`src/rtl/vco_phase_scheduler.sv`:
```
// rtl/vco_phase_scheduler.sv - V/Oct LUT lookup, phase accumulate and four-phase wavetable read sequencer
module vco_phase_scheduler #(
  parameter int W              = 16,
  parameter int V_OCT_LUT_SIZE = 512,
  parameter int WAVETABLE_SIZE = 256,
  parameter int FDIV           = 0,
  localparam int LAW           = $clog2(V_OCT_LUT_SIZE),
  localparam int WAW           = $clog2(WAVETABLE_SIZE)
) (
  input  logic                clk,
  input  logic                rst,
  input  logic                sample_clk,
  input  logic signed [W-1:0] sample_in0,
  output logic [LAW-1:0]      lut_addr,
  input  logic [W-1:0]        lut_data,
  output logic [WAW-1:0]      wt_addr,
  input  logic [W-1:0]        wt_data,
  output logic signed [W-1:0] sample_out0,
  output logic signed [W-1:0] sample_out1,
  output logic signed [W-1:0] sample_out2,
  output logic signed [W-1:0] sample_out3,
  output logic                busy,
  output logic                done,
  output logic [7:0]          overrun_count
);

  localparam int             PH_LSB = 10 + FDIV;
  localparam logic [WAW-1:0] QTR    = WAW'(WAVETABLE_SIZE / 4);

  typedef enum logic [2:0] {
    S_IDLE, S_LUT_WAIT, S_ACC, S_RD0, S_RD1, S_RD2, S_RD3, S_CAP
  } state_t;

  state_t              r_state;
  logic                r_sample_clk_prev;
  logic [31:0]         r_phase_acc;
  logic [LAW-1:0]      r_lut_addr;
  logic [WAW-1:0]      r_wt_addr;
  logic signed [W-1:0] r_shadow0, r_shadow1, r_shadow2;
  logic signed [W-1:0] r_out0, r_out1, r_out2, r_out3;
  logic                r_busy;
  logic                r_done;
  logic [7:0]          r_overrun;

  logic                w_edge;
  logic signed [W-1:0] w_shift;
  logic [LAW-1:0]      w_idx;
  logic [31:0]         w_acc_next;
  logic [WAW-1:0]      w_base_next;
  logic                w_unused_shift;

  assign w_edge      = sample_clk & ~r_sample_clk_prev;
  assign w_shift     = sample_in0 >>> 6;
  // Negative pitch voltages all map to the bottom LUT entry.
  assign w_idx       = w_shift[W-1] ? '0 : w_shift[LAW-1:0];
  assign w_acc_next  = r_phase_acc + {{(32-W){1'b0}}, lut_data};
  // Base index is taken from the accumulator value being written, so RD0 can present it immediately.
  assign w_base_next = w_acc_next[PH_LSB+WAW-1:PH_LSB];
  assign w_unused_shift = ^w_shift[W-2:LAW];

  assign lut_addr      = r_lut_addr;
  assign wt_addr       = r_wt_addr;
  assign sample_out0   = r_out0;
  assign sample_out1   = r_out1;
  assign sample_out2   = r_out2;
  assign sample_out3   = r_out3;
  assign busy          = r_busy;
  assign done          = r_done;
  assign overrun_count = r_overrun;

  // Update sequencer: edge detect, overrun counting, LUT/accumulate/read pipeline and atomic commit
  always_ff @(posedge clk or posedge rst) begin
    if (rst) begin
      r_state           <= S_IDLE;
      r_sample_clk_prev <= 1'b0;
      r_phase_acc       <= '0;
      r_lut_addr        <= '0;
      r_wt_addr         <= '0;
      r_shadow0         <= '0;
      r_shadow1         <= '0;
      r_shadow2         <= '0;
      r_out0            <= '0;
      r_out1            <= '0;
      r_out2            <= '0;
      r_out3            <= '0;
      r_busy            <= 1'b0;
      r_done            <= 1'b0;
      r_overrun         <= '0;
    end else begin
      r_sample_clk_prev <= sample_clk;
      r_done            <= 1'b0;
      if (w_edge && (r_state != S_IDLE) && (r_overrun != 8'hFF)) begin
        r_overrun <= r_overrun + 8'd1;
      end
      case (r_state)
        S_IDLE: begin
          if (w_edge) begin
            r_lut_addr <= w_idx;
            r_busy     <= 1'b1;
            r_state    <= S_LUT_WAIT;
          end
        end
        S_LUT_WAIT: r_state <= S_ACC;
        S_ACC: begin
          r_phase_acc <= w_acc_next;
          r_wt_addr   <= w_base_next;
          r_state     <= S_RD0;
        end
        S_RD0: begin
          r_wt_addr <= r_wt_addr + QTR;
          r_state   <= S_RD1;
        end
        S_RD1: begin
          r_wt_addr <= r_wt_addr + QTR;
          r_shadow0 <= wt_data;
          r_state   <= S_RD2;
        end
        S_RD2: begin
          r_wt_addr <= r_wt_addr + QTR;
          r_shadow1 <= wt_data;
          r_state   <= S_RD3;
        end
        S_RD3: begin
          r_shadow2 <= wt_data;
          r_state   <= S_CAP;
        end
        S_CAP: begin
          // The 270-degree sample arrives now, so it goes straight to its output alongside the shadows.
          r_out0  <= r_shadow0;
          r_out1  <= r_shadow1;
          r_out2  <= r_shadow2;
          r_out3  <= wt_data;
          r_done  <= 1'b1;
          r_busy  <= 1'b0;
          r_state <= S_IDLE;
        end
        default: r_state <= S_IDLE;
      endcase
    end
  end

endmodule

```
`config.mk`:
```
export PLATFORM = sky130hd
export DESIGN_NAME = vco_phase_scheduler
export DESIGN_NICKNAME = d
export VERILOG_FILES = /design/src/rtl/vco_phase_scheduler.sv
export SDC_FILE = /design/constraint.sdc
export NUM_CORES = 1
export LEC_CHECK = 0
export ABC_AREA = 0
export BUFFER_PORTS_ARGS = -buffer_cell sky130_fd_sc_hd__buf_2
export CAP_MARGIN = 30
export CORE_UTILIZATION = 28
export CTS_CLUSTER_DIAMETER = 80
export DETAILED_ROUTE_END_ITERATION = 10
export PLACE_DENSITY = 0.56
export SETUP_SLACK_MARGIN = 0.02
export SLEW_MARGIN = 20
export SYNTH_ARGS = -nofsm -noshare
export SYNTH_HDL_FRONTEND = slang
export SYNTH_SLANG_ARGS = --single-unit
export TNS_END_PERCENT = 1
```
`constraint.sdc`:
```
create_clock -name clk -period 5.25 [get_ports clk]
set_input_delay 0.525 -clock clk [delete_from_list [all_inputs] [get_ports clk]]
set_output_delay 0.525 -clock clk [all_outputs]
set_load 0.02 [all_outputs]
```
**After elaboration in Yosys (flattened, before gate mapping)**

Cells that the tools add are included.

- Add/sub/neg operators: 3
- Equality and inequality tests: 9
- Muxes and demuxes: 7
- Bitwise operators: 2
- Reductions and logical operators: 9

Operators with widths:

| kind | number |
|---|---|
| $add 32x16->32 | 1 |
| $pmux 3 s8 | 1 |
| $pmux 8 s2 | 1 |
| $eq 3x3->1 const B | 4 |
| $mux 9 | 1 |
| $add 8x1->8 const B | 1 |
| $add 8x7->8 const B | 1 |
| $ne 8x8->1 const B | 1 |
| $eq 3x2->1 const B | 2 |
| $reduce_and 2->1 | 2 |
| $reduce_bool 2->1 | 2 |
| $eq 3x1->1 const B | 1 |
| $logic_not 3->1 | 1 |
| $mux 3 | 1 |
| $reduce_bool 3->1 | 1 |
| $reduce_or 3->1 | 1 |
| $logic_and 1x1->1 | 2 |
| $mux 1 | 2 |
| $ne 2x2->1 const B | 1 |
| $pmux 1 s2 | 1 |
| $and 1x1->1 | 1 |
| $not 1->1 | 1 |

- Register bits after elaboration: 175
- Input port bits: 51
- Output and inout bits: 91

**Logic depth before layout (Yosys ltp)**

Gate-level depths: netlist (run 1).

- Word-level depth: 4
- Depth in mapped cells: 9

**Least setup slack after synthesis (run 1)**

OpenSTA, ideal clock, no wires.

- Kind: in2reg
- Start: in lut_data[0]
- End: reg r_phase_acc[8]
- Setup time: 0.136 ns
- Data arrival time: 2.185 ns
- Required time: 5.114 ns
- Setup slack: 2.928 ns
- Stages on the path: 9
- Path buffers: 0
- Cells stage by stage: ha_1 inv_1 fa_1 nor2b_1 o211ai_1 a21boi_0 o21a_1 nor3_1 or3b_2

- Longest elaborated chain between the ends: 1

RTL lines:

| item | RTL line | text |
|---|---|---|
| from (decl) | 15 | `input logic [W-1:0] lut_data,` |
| $add 32x16->32 | 56 | `assign w_acc_next = r_phase_acc + {{(32-W){1'b0}}, lut_data};` |
| to (signal assigned) | 105 | `r_phase_acc <= w_acc_next;` |
| to (decl) | 36 | `logic [31:0] r_phase_acc;` |

No other way between the ends.
A chain may end at the register's enable or synchronous reset.

**Worst setup path in the final report (run 1)**

- Start: reg r_phase_acc[0]
- End: reg r_phase_acc[8]

- Longest elaborated chain between the ends: 1

RTL lines:

| item | RTL line |
|---|---|
| $add 32x16->32 | 56 |

No other way between the ends.

==> results_dict.tcl, run 1 <==
set metrics [dict create \
    cts_tree "done" \
    fp.dieH_um 161 \
    drt-total-wl_mm 16.9 \
    insertion_delay_ns 0.43 \
    wl_per_cell_um 14.7 \
    core_area_sq_um 24500 \
    place_congestion 0.775 \
    synth_cell_types 48 \
    power_w 0.00589 \
    crit_path_start_kind "flip-flop" \
    grt_max_degree 78 \
    drv_cap 0 \
    ys_top_cells_by_area "dfrtp_1, nand2_1, mux2_2" \
    drive_gt1_frac 0.285 \
    dr.pass1.iters 4 \
    num_rows 57 \
    synthFlopType "dfrtp_1" \
    finalMaxSlewViolations 0 \
    synth.net_count 756 \
    worstPathMaxFanout 3 \
    fin_skew_ns 0.0103 \
    p_leak_nw 4.26 \
    design.die.area_sq_um 25900 \
    fillerInstances 2563 \
    critPathRequiredTime_ns 5.55 \
    dp_cells 1122 \
    cts_max_level 4 \
    vias 5182 \
    cts_setup_buffers 0 \
    syn_inst 687 \
    cts.sinks 161 \
    nNetsFinal 886 \
    ys_ff_latch 161 \
    setup_violations 0 \
    die_w_um 161 \
    worst-setup-path-type "reg -> reg" \
    fin_ws_ns 2.95 \
    async_flop_share 1.00 \
    endpoint_kind "flip-flop" \
    peakVddDrop_uv 293 \
    cts.clk_slew.worst_paths_ns 0.07 \
    synthToLayoutAreaGrowth_pct 22.7 \
    place_ws_ns 2.67 \
    finalCriticalPeriod_ns 2.30 \
    fmax_ghz 0.434 \
    outcome "finished, final reports clean" \
    worst_pin_slew_ns 0.876 \
    relSlewSlack 0.414 \
    grtUsageTotal 0.138 \
    dr.first_iter.drc_count 288 \
    pin_count 142 \
    synth_area_sq_um 7070 \
    multi_input_area_sq_um 2880 \
    grt_pass1_wl_mm 27.6 \
    cts_root_buf "clkbuf_16" \
    fin_crit_sh 0.439 \
    start_util 0.288 \
    n_antenna_cell 0 \
    arrival_ns 2.61 \
    stdcell_count 1153 \
    viasPerCell 4.49 \
    drc_errors 0 \
    ff_latch_area_sq_um 4030 \
    hold_violations 0 \
    antenna_left 0 \
    antenna_found_initial 0 \
    post_cts_resized 0 \
    cts_hold_buf 0 \
    holdWs_ns 0.203 \
    clock_path_buffers 2 \
    tns_ns 0 \
    avgSynthCellArea_sq_um 10.3 \
    port_buffers 135 \
    synth_edf_count 0 \
    place_hpwl_mm 11.3 \
    seq_area_frac_synth 0.570 \
    grt_remaining_overflow 0 \
    rsz0062_at_grt "false" \
    power.density_nw_per_um2 679 \
    synth_warnings 0 \
    grt_pass1_vias 5223 \
    cts-buffers-inserted 17 \
    yosys.area.top_type "dfrtp_1" \
    yosysTopAreaCellShare 0.570 \
    worst_hold_path_type "in -> async" \
]
-- critical path, stage by stage, from the launching register on --
cell and delay, ns:
dfrtp_1 0.34, ha_1 0.17, inv_1 0.05, fa_1 0.39
nor2b_1 0.16, o211ai_1 0.11, a21boi_0 0.27, o21a_1 0.19
nor3_1 0.06, or3b_2 0.43
-- per-layer routing --
metal / track usage / share of wire / vias to the layer above / wire [um]
met5: 0 / 0 / - / 0
met4: 0.0390 / 0.0099 / 0 / 167
met3: 0.0408 / 0.052 / 16 / 882
met2: 0.227 / 0.48 / 111 / 8130
met1: 0.175 / 0.46 / 2491 / 7740
li1: - / - / 2564 / -
-- sequential cells by signal (all words and copies together), names as in the netlist --
| name | count |
|---|---|
| r_phase_acc | 18 |
| r_shadow0 | 16 |
| r_shadow1 | 16 |
| r_shadow2 | 16 |
| sample_out0 | 16 |
| sample_out1 | 16 |
| sample_out2 | 16 |
| sample_out3 | 16 |
| lut_addr | 9 |
| overrun_count | 8 |
| wt_addr | 8 |
| r_state | 3 |
| busy | 1 |
| done | 1 |
| r_sample_clk_prev | 1 |
-- area by class of cell --
class,count,area share
Sequential cell,161,0.465
Multi-Input combinational cell,486,0.333
Timing Repair Buffer,142,0.0853
Clock buffer,19,0.0522
Tap cell,324,0.0468
Clock inverter,12,0.0139
Inverter,9,0.00447
-- path summary, 6_finish.rpt --
kind	from	to	slack, ns	depth (start not counted)
worst max-delay path	r_phase_acc[0]	r_phase_acc[8]	2.95	9
worst min-delay path	rst	sample_out2[13]	0.20	2
worst max register to register	r_phase_acc[0]	r_phase_acc[8]	2.95	9
worst min register to register	r_shadow2[4]	sample_out2[4]	0.45	2
max in group asynchronous	rst	lut_addr[6]	3.96	3
min in group clk	sample_clk	r_sample_clk_prev	0.23	1
-- per-stage QoR --
step                      utilization  area (sq um)
after CTS                       0.353          8670
final                           0.353          8670
after global placement          0.329          8070
after floorplan                     -          7070
after detailed placement        0.330          8100
after global routing            0.353          8670
-- cells by family after synthesis --
kind of cell	synth area share
AOI/OAI and AO/OA	0.0797
xor gates and xnor gates	0.0198
adders and majority gates	0.0329
buffers and inverters	0.0230
DFF	0.570
muxes	0.0797
and+or+nand+nor	0.195
-- power by group --
part / internal, W / switching [W] / leakage, nW
sequential: 0.00186 / 0.000365 / 1.96
combinational: 0.000968 / 0.00147 / 2.03
clock: 0.000685 / 0.000540 / 0.271
total: 0.00351 / 0.00238 / 4.26
-- synthesized netlist by cell type, types with 2 or more instances --
library cell	instances
inv_1	9
mux2_2	50
o21ai_0	22
o21a_1	3
nor3_1	8
o211ai_1	10
a211oi_1	3
o221ai_1	2
and3_1	3
nand2b_1	12
nor2b_1	2
xnor2_1	7
dfrtp_1	161
xor2_1	9
buf_2	7
a21boi_0	3
nor3b_1	6
or3b_2	2
nor2_1	12
nand4_1	8
a2111o_1	2
nand3_1	10
clkbuf_1	21
ha_1	17
a21oi_1	20
buf_1	2
o31ai_1	6
nand2_1	241
a21o_1	5
nand3b_1	6
-- cells in the final DEF (no fill, tap or decap), types with 2 or more instances in the layout --
cell / netlist / final
and3_1: 3 / 3
nand2_1: 241 / 241
ha_1: 17 / 17
nand3_1: 10 / 9
nor3b_2: 1 / 2
nor3_1: 8 / 8
a21boi_0: 3 / 3
nor2b_1: 2 / 2
xnor2_1: 7 / 7
a2111o_1: 2 / 2
nor2_1: 12 / 12
mux2_2: 50 / 50
clkbuf_8: 0 / 2
o211ai_1: 10 / 10
nand3_2: 1 / 2
or3b_2: 2 / 2
nor3b_1: 6 / 5
nand2b_1: 12 / 12
buf_2: 7 / 135
a21o_1: 5 / 5
o221ai_1: 2 / 2
o31ai_1: 6 / 6
a211oi_1: 3 / 3
buf_4: 1 / 5
inv_6: 0 / 6
clkbuf_16: 0 / 17
clkinvlp_4: 0 / 4
o21ai_0: 22 / 22
dfrtp_1: 161 / 161
xor2_1: 9 / 9
nand3b_1: 6 / 6
a21oi_1: 20 / 20
inv_1: 9 / 7
o21a_1: 3 / 3
nand4_1: 8 / 8
Note: power is estimated with default switching activity, not from simulation.
==> inputs of run 2 (changes only) <==
Settings changed: ABC_AREA 0 to 1.
Clock period 5.25 ns to 2.3 ns, I/O delays scaled along.
==> run 2 against run 1 <==
Maximum frequency increased by 15%. Critical path depth grew 4. Via count up 7.3%. Synthesized cell count increased by 18%. Die area is 1.2% lower. Highest routed layer unchanged. Register-to-register slack got worse by 2.7 ns. Largest power group unchanged.
==> results_dict.tcl, run 2 <==
set metrics [dict create \
    dr.first_iter.drc_count 358 \
    synthToLayoutAreaGrowth_pct 25.5 \
    arrival_ns 2.30 \
    drt-total-wl_mm 17.2 \
    design.die.area_sq_um 25600 \
    cpPeakStageDelay_ns 0.41 \
    crit_chain "ha_1, inv_1, fa_1, inv_1, nand3_1, nand2_1, nand2_1, nand2_1, nand2_1, nand2_1, a21oi_1, o21ai_0, nand2_1" \
    synthFlopType "dfrtp_1" \
    clock_path_buffers 2 \
    vias 5562 \
    wl_per_cell_um 13.4 \
    grt_remaining_overflow 0 \
    final_area_sq_um 8760 \
    r2r-end "r_phase_acc[12]" \
    tns_ns 0 \
    drt-met1-wl_mm 8.26 \
    ff_latch_area_sq_um 4030 \
    synth_edf_count 0 \
    synth.net_count 877 \
    antenna_left 0 \
    highest_layer "met4" \
    yosys.area.top_type "dfrtp_1" \
    finalCriticalPeriod_ns 2.01 \
    core_area_sq_um 24400 \
    grt_pass1_wl_mm 28.6 \
    reg2reg_depth 13 \
    ys_top_cells_by_area "dfrtp_1, nand2_1, o21ai_0" \
    worst_hold_path_type "in -> reg" \
    cts_tree "done" \
    fmax_ghz 0.499 \
    crit_start "r_phase_acc[0]" \
    place_hpwl_mm 11.7 \
    place_ws_ns 0.288 \
    synth_cell_types 33 \
    seq_area_frac_synth 0.577 \
    fin_crit_sh 0.872 \
    cpMostUsedCell "nand2_1" \
    cts_root_buf "clkbuf_16" \
    dr.pass1.iters 5 \
    power.density_nw_per_um2 1530 \
    pin_count 142 \
    placed_area_sq_um 8100 \
    final_cell_mix "nand2_1, dfrtp_1, buf_2, o21ai_0, inv_1" \
    port_buffers 135 \
    p_leak_nw 4.73 \
    drc_errors 0 \
    outcome "finished, final reports clean" \
    cts.sinks 161 \
    post_cts_resized 0 \
    synth_warnings 0 \
    critPathCapture "r_phase_acc[12]" \
    layout_commonest_cell "nand2_1" \
    rrSetupSlack_ns 0.29 \
    cts_max_level 4 \
    intPower_w 0.00787 \
    cts_setup_buffers 0 \
    insertion_delay_ns 0.42 \
    relSlewSlack 0.610 \
    worst-setup-path-type "reg -> reg" \
    cts-buffers-inserted 17 \
    async_flop_share 1.00 \
    ys_ff_latch 161 \
    cts_hold_buf 2 \
    swShare 0.412 \
    rsz0062_at_grt "false" \
    crit_slowest_cell "fa_1" \
    grt_pass1_vias 5326 \
    nNetsFinal 1016 \
    wl_met3_um 567 \
    fin_skew_ns 0.00875 \
    critPathRequiredTime_ns 2.60 \
    largest_register_ffs 18 \
    hold_violations 0 \
    antenna_found_initial 1 \
    synth_area_sq_um 6980 \
    wl_met2_mm 8.14 \
    largest_register "r_phase_acc" \
    setup_violations 0 \
    yosysTopAreaCellShare 0.577 \
    p_switching_w 0.00552 \
    start_util 0.286 \
    fillerInstances 2568 \
    cts.clk_slew.worst_paths_ns 0.07 \
    grtUsageTotal 0.141 \
    finalMaxSlewViolations 0 \
    yosysMostFrequentCell "nand2_1" \
    worst_pin_slew_ns 0.585 \
    peakVddDrop_uv 478 \
    crit_path_start_kind "flip-flop" \
    drv_cap 0 \
    syn_inst 808 \
    viasPerCell 4.33 \
    drive_gt1_frac 0.203 \
    clkPwrFrac 0.234 \
    avgSynthCellArea_sq_um 8.64 \
    multi_input_area_sq_um 2590 \
    die_w_um 160 \
    fin_ws_ns 0.294 \
    fp.dieH_um 160 \
    worstPathMaxFanout 3 \
    ys_top_cells_by_count "nand2_1, dfrtp_1, o21ai_0" \
    power_frac_comb 0.402 \
    endpoint_kind "flip-flop" \
    num_rows 57 \
    power_frac_seq 0.364 \
    rr_startpoint "r_phase_acc[0]" \
    grt_max_degree 70 \
    place_congestion 0.827 \
]
-- run 2: cell types whose count changed after synthesis, sizes merged, moves of 5 or more --
cell / delta
nand2: +102
o21ai: +67
inv: +55
mux2: -50
nand3: +21
nand2b: -12
nor2: +12
o211ai: -10
nor3b: -7
o31ai: -6
a21o: -5
nand4: -5
-- run 2: power groups by stage --
stage,clock [W],combinational [W],sequential (W)
2_1_floorplan,0,0.00294,0.00569
3_3_place_gp,0,0.00538,0.00488
3_5_place_dp,0,0.00546,0.00491
4_1_cts,0.00324,0.00548,0.00487
5_1_grt,0.00336,0.00613,0.00505
6_report,0.00313,0.00539,0.00487
-- run 2: worst min-delay path by stage --
stage	from	to	slack, ns	cells past startpoint
6_report	sample_in0[10]	lut_addr[4]	0.04	3
3_5_place_dp	rst	lut_addr[8]	0.26	2
3_3_place_gp	rst	lut_addr[8]	0.26	2
5_1_grt	sample_in0[9]	lut_addr[3]	0.04	3
2_1_floorplan	sample_clk	r_sample_clk_prev	0.26	0
4_1_cts	sample_in0[10]	lut_addr[4]	0.02	3
-- run 2: area by class of cell --
| class | instances | share of cell area |
|---|---|---|
| diodes | 1 | 0.000286 |
| repair buffers | 148 | 0.0960 |
| multi-input cells | 554 | 0.296 |
| clock buffers | 17 | 0.0486 |
| well taps | 324 | 0.0463 |
| flip-flops and latches | 161 | 0.460 |
| inverters | 65 | 0.0283 |
| clock inverters | 14 | 0.0244 |
-- run 2: cells by family after synthesis --
family                     count (synthesis)  synth area share
AOI/OAI and AO/OA                        109            0.0796
xor gates and xnor gates                  13            0.0163
adders and majority gates                 18            0.0333
buffers and inverters                     93            0.0511
DFF                                      161             0.577
muxes                                      1           0.00143
and+or+nand+nor                          413             0.241
-- run 2: worst max-delay path: cells and delay by family (launching register included) --
kind / cells / cell delay (ns)
AND/OR/NAND/NOR: 7 / 0.62
AO/OA/AOI/OAI: 2 / 0.18
adder cells (fa/ha/maj): 2 / 0.61
flip-flops: 1 / 0.35
buffers and inverters: 2 / 0.13
-- run 2: through the flow --
step           hold WS, ns  utilization  instances  power (W)
3_3_place_gp         0.261        0.332       1250     0.0103
2_1_floorplan        0.261            -        808    0.00863
5_1_grt             0.0364        0.359       1283     0.0145
4_1_cts             0.0192        0.359       1283     0.0136
6_report            0.0396        0.359       1284     0.0134
3_5_place_dp         0.262        0.332       1250     0.0104
-- run 2: per-layer routing --
metal	vias up	track usage
li1	2838	-
met1	2624	0.192
met2	86	0.224
met3	14	0.0288
met4	0	0.0485
met5	-	0
